==> config.mk <==
export PLATFORM = sky130hd
export DESIGN_NAME = train_led_encoder
export DESIGN_NICKNAME = d
export VERILOG_FILES = /design/src/rtl/train_enc_pkg.sv /design/src/rtl/train_enc_cell.sv /design/src/rtl/train_led_encoder.sv
export SDC_FILE = /design/constraint.sdc
export NUM_CORES = 1
export LEC_CHECK = 0
export BUFFER_PORTS_ARGS = -buffer_cell sky130_fd_sc_hd__clkbuf_2
export CORE_MARGIN = 3
export CORE_UTILIZATION = 35
export CTS_BUF_LIST = sky130_fd_sc_hd__clkbuf_4
export DETAILED_ROUTE_END_ITERATION = 10
export HOLD_SLACK_MARGIN = 0.1
export PLACE_DENSITY = 0.61
export RECOVER_POWER = 25
export SLEW_MARGIN = 15
export SYNTH_ARGS = -nofsm -noshare
export SYNTH_HDL_FRONTEND = slang
export SYNTH_SLANG_ARGS = --single-unit
==> constraint.sdc <==
create_clock -name clk -period 4.7 [get_ports clk]
set_clock_uncertainty 0.1 [all_clocks]
set_input_delay 0.94 -clock clk [delete_from_list [all_inputs] [get_ports clk]]
set_output_delay 0.94 -clock clk [all_outputs]
set_load 0.03 [all_outputs]
==> src/rtl/train_enc_pkg.sv <==
// Shared types and constants for the LED string frame encoder.
package train_enc_pkg;
  typedef enum logic [1:0] {IDLE, SEND, LATCH} state_e;

  localparam int HI_END         = 3;
  localparam int DATA_END       = 7;
  localparam int LATCH_CLKS_DEF = 128;

  // Entry i lives at bits [4*i +: 4].
  localparam logic [63:0] GAMMA_TBL = {4'd15, 4'd13, 4'd11, 4'd9, 4'd7, 4'd6, 4'd5, 4'd4,
                                       4'd3,  4'd2,  4'd2,  4'd1, 4'd1, 4'd0, 4'd0, 4'd0};

  function automatic logic [11:0] gamma_word(input logic [11:0] w);
    logic [11:0] g;
    g = '0;
    for (int n = 0; n < 3; n++) g[4*n +: 4] = GAMMA_TBL[4*w[4*n +: 4] +: 4];
    return g;
  endfunction
endpackage

==> src/rtl/train_enc_cell.sv <==
// Bit-cell timer: counts cell clocks and produces the registered line level
// (high start phase, data phase, low phase) plus an end-of-cell strobe.
module train_enc_cell
  import train_enc_pkg::*;
#(
  parameter int CELL_CLKS = 12
) (
  input  logic clk,
  input  logic rst,
  input  logic start,
  input  logic run,
  input  logic data_bit,
  output logic line,
  output logic end_of_cell
);
  localparam int CW = $clog2(CELL_CLKS);

  logic [CW-1:0] cnt_q, cnt_d;
  logic          line_q, line_d;

  assign end_of_cell = run && (cnt_q == CW'(CELL_CLKS - 1));
  assign line        = line_q;

  always_comb begin
    cnt_d  = cnt_q + 1'b1;
    line_d = 1'b0;
    if (start || !run || end_of_cell) cnt_d = '0;
    if (run) begin
      if (cnt_q <= CW'(HI_END))        line_d = 1'b1;
      else if (cnt_q <= CW'(DATA_END)) line_d = data_bit;
    end
  end

  always_ff @(posedge clk) begin
    if (rst) begin
      cnt_q  <= '0;
      line_q <= 1'b0;
    end else begin
      cnt_q  <= cnt_d;
      line_q <= line_d;
    end
  end
endmodule

==> src/rtl/train_led_encoder.sv <==
// Frame encoder for the daisy-chained LED string: serialises 12-bit words as
// pulse cells, then holds a low latch gap. Optional TRAIN_ENC_GAMMA_EN maps nibbles at capture.
module train_led_encoder
  import train_enc_pkg::*;
#(
  parameter int WORD_W     = 12,
  parameter int CELL_CLKS  = 12,
  parameter int LATCH_CLKS = LATCH_CLKS_DEF
) (
  input  logic              clk,
  input  logic              rst,
  input  logic [WORD_W-1:0] in_data,
  input  logic              in_last,
  input  logic              in_valid,
  output logic              in_ready,
  output logic              dout,
  output logic              busy,
  output logic              frame_done,
  output logic              underrun
);
  localparam int BW = $clog2(WORD_W);
  localparam int LW = $clog2(LATCH_CLKS);

  state_e            state_q, state_d;
  logic [WORD_W-1:0] shreg_q, shreg_d, cap_word;
  logic [BW-1:0]     bit_q, bit_d;
  logic [LW-1:0]     lcnt_q, lcnt_d;
  logic              last_q, last_d;
  logic              frame_done_q, frame_done_d;
  logic              underrun_q, underrun_d;
  logic              accept, eoc;

`ifdef TRAIN_ENC_GAMMA_EN
  assign cap_word = gamma_word(in_data);
`else
  assign cap_word = in_data;
`endif

  train_enc_cell #(.CELL_CLKS(CELL_CLKS)) u_cell (
    .clk        (clk),
    .rst        (rst),
    .start      (accept),
    .run        (state_q == SEND),
    .data_bit   (shreg_q[WORD_W-1]),
    .line       (dout),
    .end_of_cell(eoc)
  );

  always_comb begin
    state_d      = state_q;
    shreg_d      = shreg_q;
    bit_d        = bit_q;
    last_d       = last_q;
    lcnt_d       = '0;
    frame_done_d = 1'b0;
    underrun_d   = 1'b0;
    in_ready     = 1'b0;
    unique case (state_q)
      IDLE: in_ready = 1'b1;
      SEND: begin
        if (eoc) begin
          if (bit_q == '0) begin
            // Final clock of the word: a non-last word may chain straight on.
            in_ready = !last_q;
            if (last_q || !in_valid) begin
              state_d    = LATCH;
              underrun_d = !last_q;
            end
          end else begin
            bit_d   = bit_q - 1'b1;
            shreg_d = {shreg_q[WORD_W-2:0], 1'b0};
          end
        end
      end
      LATCH: begin
        lcnt_d = lcnt_q + 1'b1;
        if (lcnt_q == LW'(LATCH_CLKS - 1)) begin
          lcnt_d       = '0;
          state_d      = IDLE;
          frame_done_d = 1'b1;
        end
      end
      default: state_d = IDLE;
    endcase
    if (rst) in_ready = 1'b0;
    accept = in_valid && in_ready;
    if (accept) begin
      state_d = SEND;
      shreg_d = cap_word;
      last_d  = in_last;
      bit_d   = BW'(WORD_W - 1);
    end
  end

  always_ff @(posedge clk) begin
    if (rst) begin
      state_q      <= IDLE;
      shreg_q      <= '0;
      bit_q        <= '0;
      last_q       <= 1'b0;
      lcnt_q       <= '0;
      frame_done_q <= 1'b0;
      underrun_q   <= 1'b0;
    end else begin
      state_q      <= state_d;
      shreg_q      <= shreg_d;
      bit_q        <= bit_d;
      last_q       <= last_d;
      lcnt_q       <= lcnt_d;
      frame_done_q <= frame_done_d;
      underrun_q   <= underrun_d;
    end
  end

  assign busy       = (state_q != IDLE);
  assign frame_done = frame_done_q;
  assign underrun   = underrun_q;
endmodule

==> impl.org <==
** Timing
- Hold Worst Slack :: 0.351 ns
- Peak clock frequency supported by timing :: 0.327 GHz
- Subtracting the final worst setup slack from the clock period gives 3.05 ns.
- The final-report max-slew violation count was 0.
- Endpoints failing hold :: 0
- Of the available clock period, the critical path in the final layout requires 65.0%.
- Worst max-slew margin expressed relative to the limit :: 31.4%
- Setup total negative slack :: 0 ns
- Unrepaired setup endpoints after global routing :: no
- Setup violations remaining at the end of the flow were counted as 0.
- For the pin with the worst max-slew slack, the measured transition is 1.03 ns.

** Synthesis
- Sequential cell area fraction in the yosys report :: 44.8%
- By count the netlist is led by 33 x dfxtp_1, 26 x nor2_1, 12 x mux2i_1.
- #FFs+latches synth :: 33
- Number of warnings issued by yosys :: 0
- Portion of synthesized cell area occupied by the leading cell type :: 44.8%
- In this run, synthesis inferred 0 flip-flops with an integrated enable.
- Cell taking the most area after synthesis :: dfxtp_1
- Async set or reset register ratio after synthesis :: 0%
- Most frequently used cell type in the post-synthesis netlist :: dfxtp_1
- Cell area after synthesis :: 1480 µm²
- In the synthesized netlist the dominant register cell turns out to be dfxtp_1.
- After synthesis, the netlist uses 36 different library cells.
- Ranking of synthesized cells by area :: dfxtp_1 45%, mux2i_1 8.1%, nor2_1 6.6%
- Synthesized Nets :: 174
- Counting every instance in the synthesized netlist gives 155.
- The average instance in the mapped netlist occupies 9.52 µm².

** Worst setup path
- STA puts the critical path data required time at 3.66 ns.
- In this run the critical register-to-register path is launched from bit_q[0].
- In this run the worst path has a maximum fanout of 26.
- For flop-to-flop paths, the worst setup slack is 2.29 ns.
- Critical setup path kind :: input port to output port
- Startpoint types :: input port
- Worst path arrival time :: 2.01 ns
- Path depth of the worst reg2reg path :: 6
- Crit Reg-Reg Endpoint :: shreg_q[10]
- The worst setup path is captured at an output port.

** Power
- In this run, the clock network consumes 28.1% of the power.
- Power spent charging and discharging nets :: 0.132 mW
- Power per standard cell area :: 309 nW/µm²
- VDD IR-drop max :: 0.000118 V
- Cell internal power was estimated by the tool at 0.370 mW.
- Leak Pwr :: 0.605 nW
- Net switching is 26.3% of the power.
- Sequential cell fraction of total power :: 60.2%
- Comb pwr share :: 11.7%

** Die
- Area of the core :: 3850 µm²
- For this configuration, the core starts out at a cell density of 38.3%.
- After floorplanning, the core was divided into 22 placement rows.
- The die covers 5030 µm².
- The die is 70.9 µm tall.
- From left edge to right edge, the die measures 70.9 µm.
- In this run the count of I/O pins placed on the die edge is 21.

** Global route
- Global-route wire length before repair :: 4.72 mm
- The number of antenna violations at the first check in global routing was 0.
- The via count of the first global-routing pass is 1096.
- After global routing the overflow that remains totals 0.
- For this run, the total global-route usage over all layers was measured as 11.8%.
- Largest net degree at the start of global routing :: 27

** Layout
- 0 antenna diodes ended up in the layout.
- End-of-flow core utilization :: 42.2%
- Area taken by flip-flops and latches :: 661 µm²
- Layout Cells excl Fill :: 221
- Number of inserted filler cells in the final layout :: 390
- Layout cell share with drive strength beyond 1 :: 17.3%
- Total Nets Final :: 193
- Relative to the synthesized area, the layout overhead comes to 10.3%.
- Area taken by multi-input logic gates :: 742 µm²

** CTS
- Clock Root Buffer :: clkbuf_4
- Clock Tree Buf Depth :: 2
- Once the clock tree was built, the setup fixing pass inserted 0 buffers.
- Hold buffer count at CTS :: 0
- Clk_lat worst skew :: 0.32 ns
- TritonCTS built the clock tree.
- Clock slew seen by the registers of the worst setup and hold paths :: 0.09 ns
- Clock tree synthesis inserted a total of 5 buffers.
- Clock tree synthesis found a total of 33 sinks.
- Number of gates resized after cts :: 0
- CTS built an H-tree with a depth of 2.

** Drt
- For this block, the via count after detailed routing is 1161.
- Dividing the detail-routed wire length by the instance count gives 12.9 µm.
- The detail route stage leaves a number of antenna-violating nets equal to 0.
- Post-route DRC :: 0
- Total detailed-routing wirelength :: 2.86 mm
- Using the TritonRoute via totals, the vias-per-cell ratio works out to 5.25.
- The first detailed-routing pass took 4 iterations.
- Violation count after the first detailed-routing iteration :: 42

** Placement
- Routability congestion estimate :: 0.819
- Including well taps, the total number of placed cells is 215.
- The wire-length estimate of the detail-placed layout is 2.09 mm.
- The count of buffers added on input and output ports is 20.

** Hold path
- Launch point of the worst hold path :: u_cell.cnt_q[0]
- Endpoint of the worst hold path :: u_cell.cnt_q[0]
- The min-delay analysis places its worst path in the category register to register.
- Counting instances, the worst hold path has a depth of 1.

** Job
- Across the run, the number of max-cap violations was 0.

** Run status
- The flow ran to the end, and the final reports show no timing, DRC or antenna violations.
==> state kept, by name, summed over array words and instances, names as in the netlist, 2 cells and up <==
signal        flops
lcnt_q            7
state_q           2
bit_q             4
u_cell.cnt_q      4
shreg_q          12
==> power by group through the flow <==
stage / Clock [mW] / Sequential (mW) / Combinational, mW
after floorplan: 0 / 0.307 / 0.0442
after global placement: 0 / 0.308 / 0.0573
after detailed placement: 0 / 0.309 / 0.0596
after CTS: 0.147 / 0.302 / 0.0597
after global routing: 0.157 / 0.304 / 0.0666
final: 0.141 / 0.302 / 0.0589
==> worst max path at each step <==
stage | end | from
2_1_floorplan | in_ready | rst
3_3_place_gp | in_ready | rst
3_5_place_dp | in_ready | rst
4_1_cts | in_ready | bit_q[0]
5_1_grt | in_ready | rst
6_report | in_ready | rst
==> through the flow <==
stage                     setup WS [ns]  power [mW]  cell area [µm²]
after global routing               1.45       0.528             1630
final                              1.65       0.502             1630
after CTS                          1.70       0.509             1630
after floorplan                    1.68       0.351             1480
after global placement             1.94       0.365             1590
after detailed placement           1.92       0.368             1590
==> final cells by class <==
cell class | count | area share, %
timing repair buffer | 20 | 6.08
tap | 48 | 3.69
inverter | 6 | 1.38
sequential | 33 | 40.6
clock buffer | 5 | 2.31
clock inverter | 1 | 0.308
multi-input combinational | 108 | 45.6
==> logic make-up (layout without fill, tap and decap cells) <==
family	Yosys count	after routing	synth area share [%]
AOI/OAI and AO/OA	22	22	12.3
xor gates and xnor gates	9	9	5.34
adders and majority gates	3	3	2.54
buffers and inverters	14	32	4.92
DFF	33	33	44.8
muxes	13	13	8.91
and+or+nand+nor	61	61	21.2
==> routing by layer <==
metal	global-route usage, %	vias up	part of all wire (%)
met3	4.40	0	3.0
met5	0	-	0
met2	21.0	17	55
li1	-	588	-
met4	3.76	0	0
met1	12.8	556	42
==> critical path: stages <==
cell and delay [ns]:
clkbuf_1 0.74, nor3_1 0.10, clkbuf_2 0.22
==> cells in the final DEF (no fill, tap or decap), drive strengths merged, types with 2 or more instances in the layout <==
master	netlist	final
and3	2	2
a21oi	3	3
nand2b	5	5
inv	6	6
nor3	5	5
nand3	6	6
xnor2	5	5
ha	3	3
o21ai	3	3
xor2	4	4
mux2i	12	12
nand2	2	2
clkbuf	4	25
nor2b	4	4
dfxtp	33	33
nor2	26	26
or3	2	2
a221oi	11	11
nand4	2	2
No activity file was read; power rests on OpenSTA's default activity.
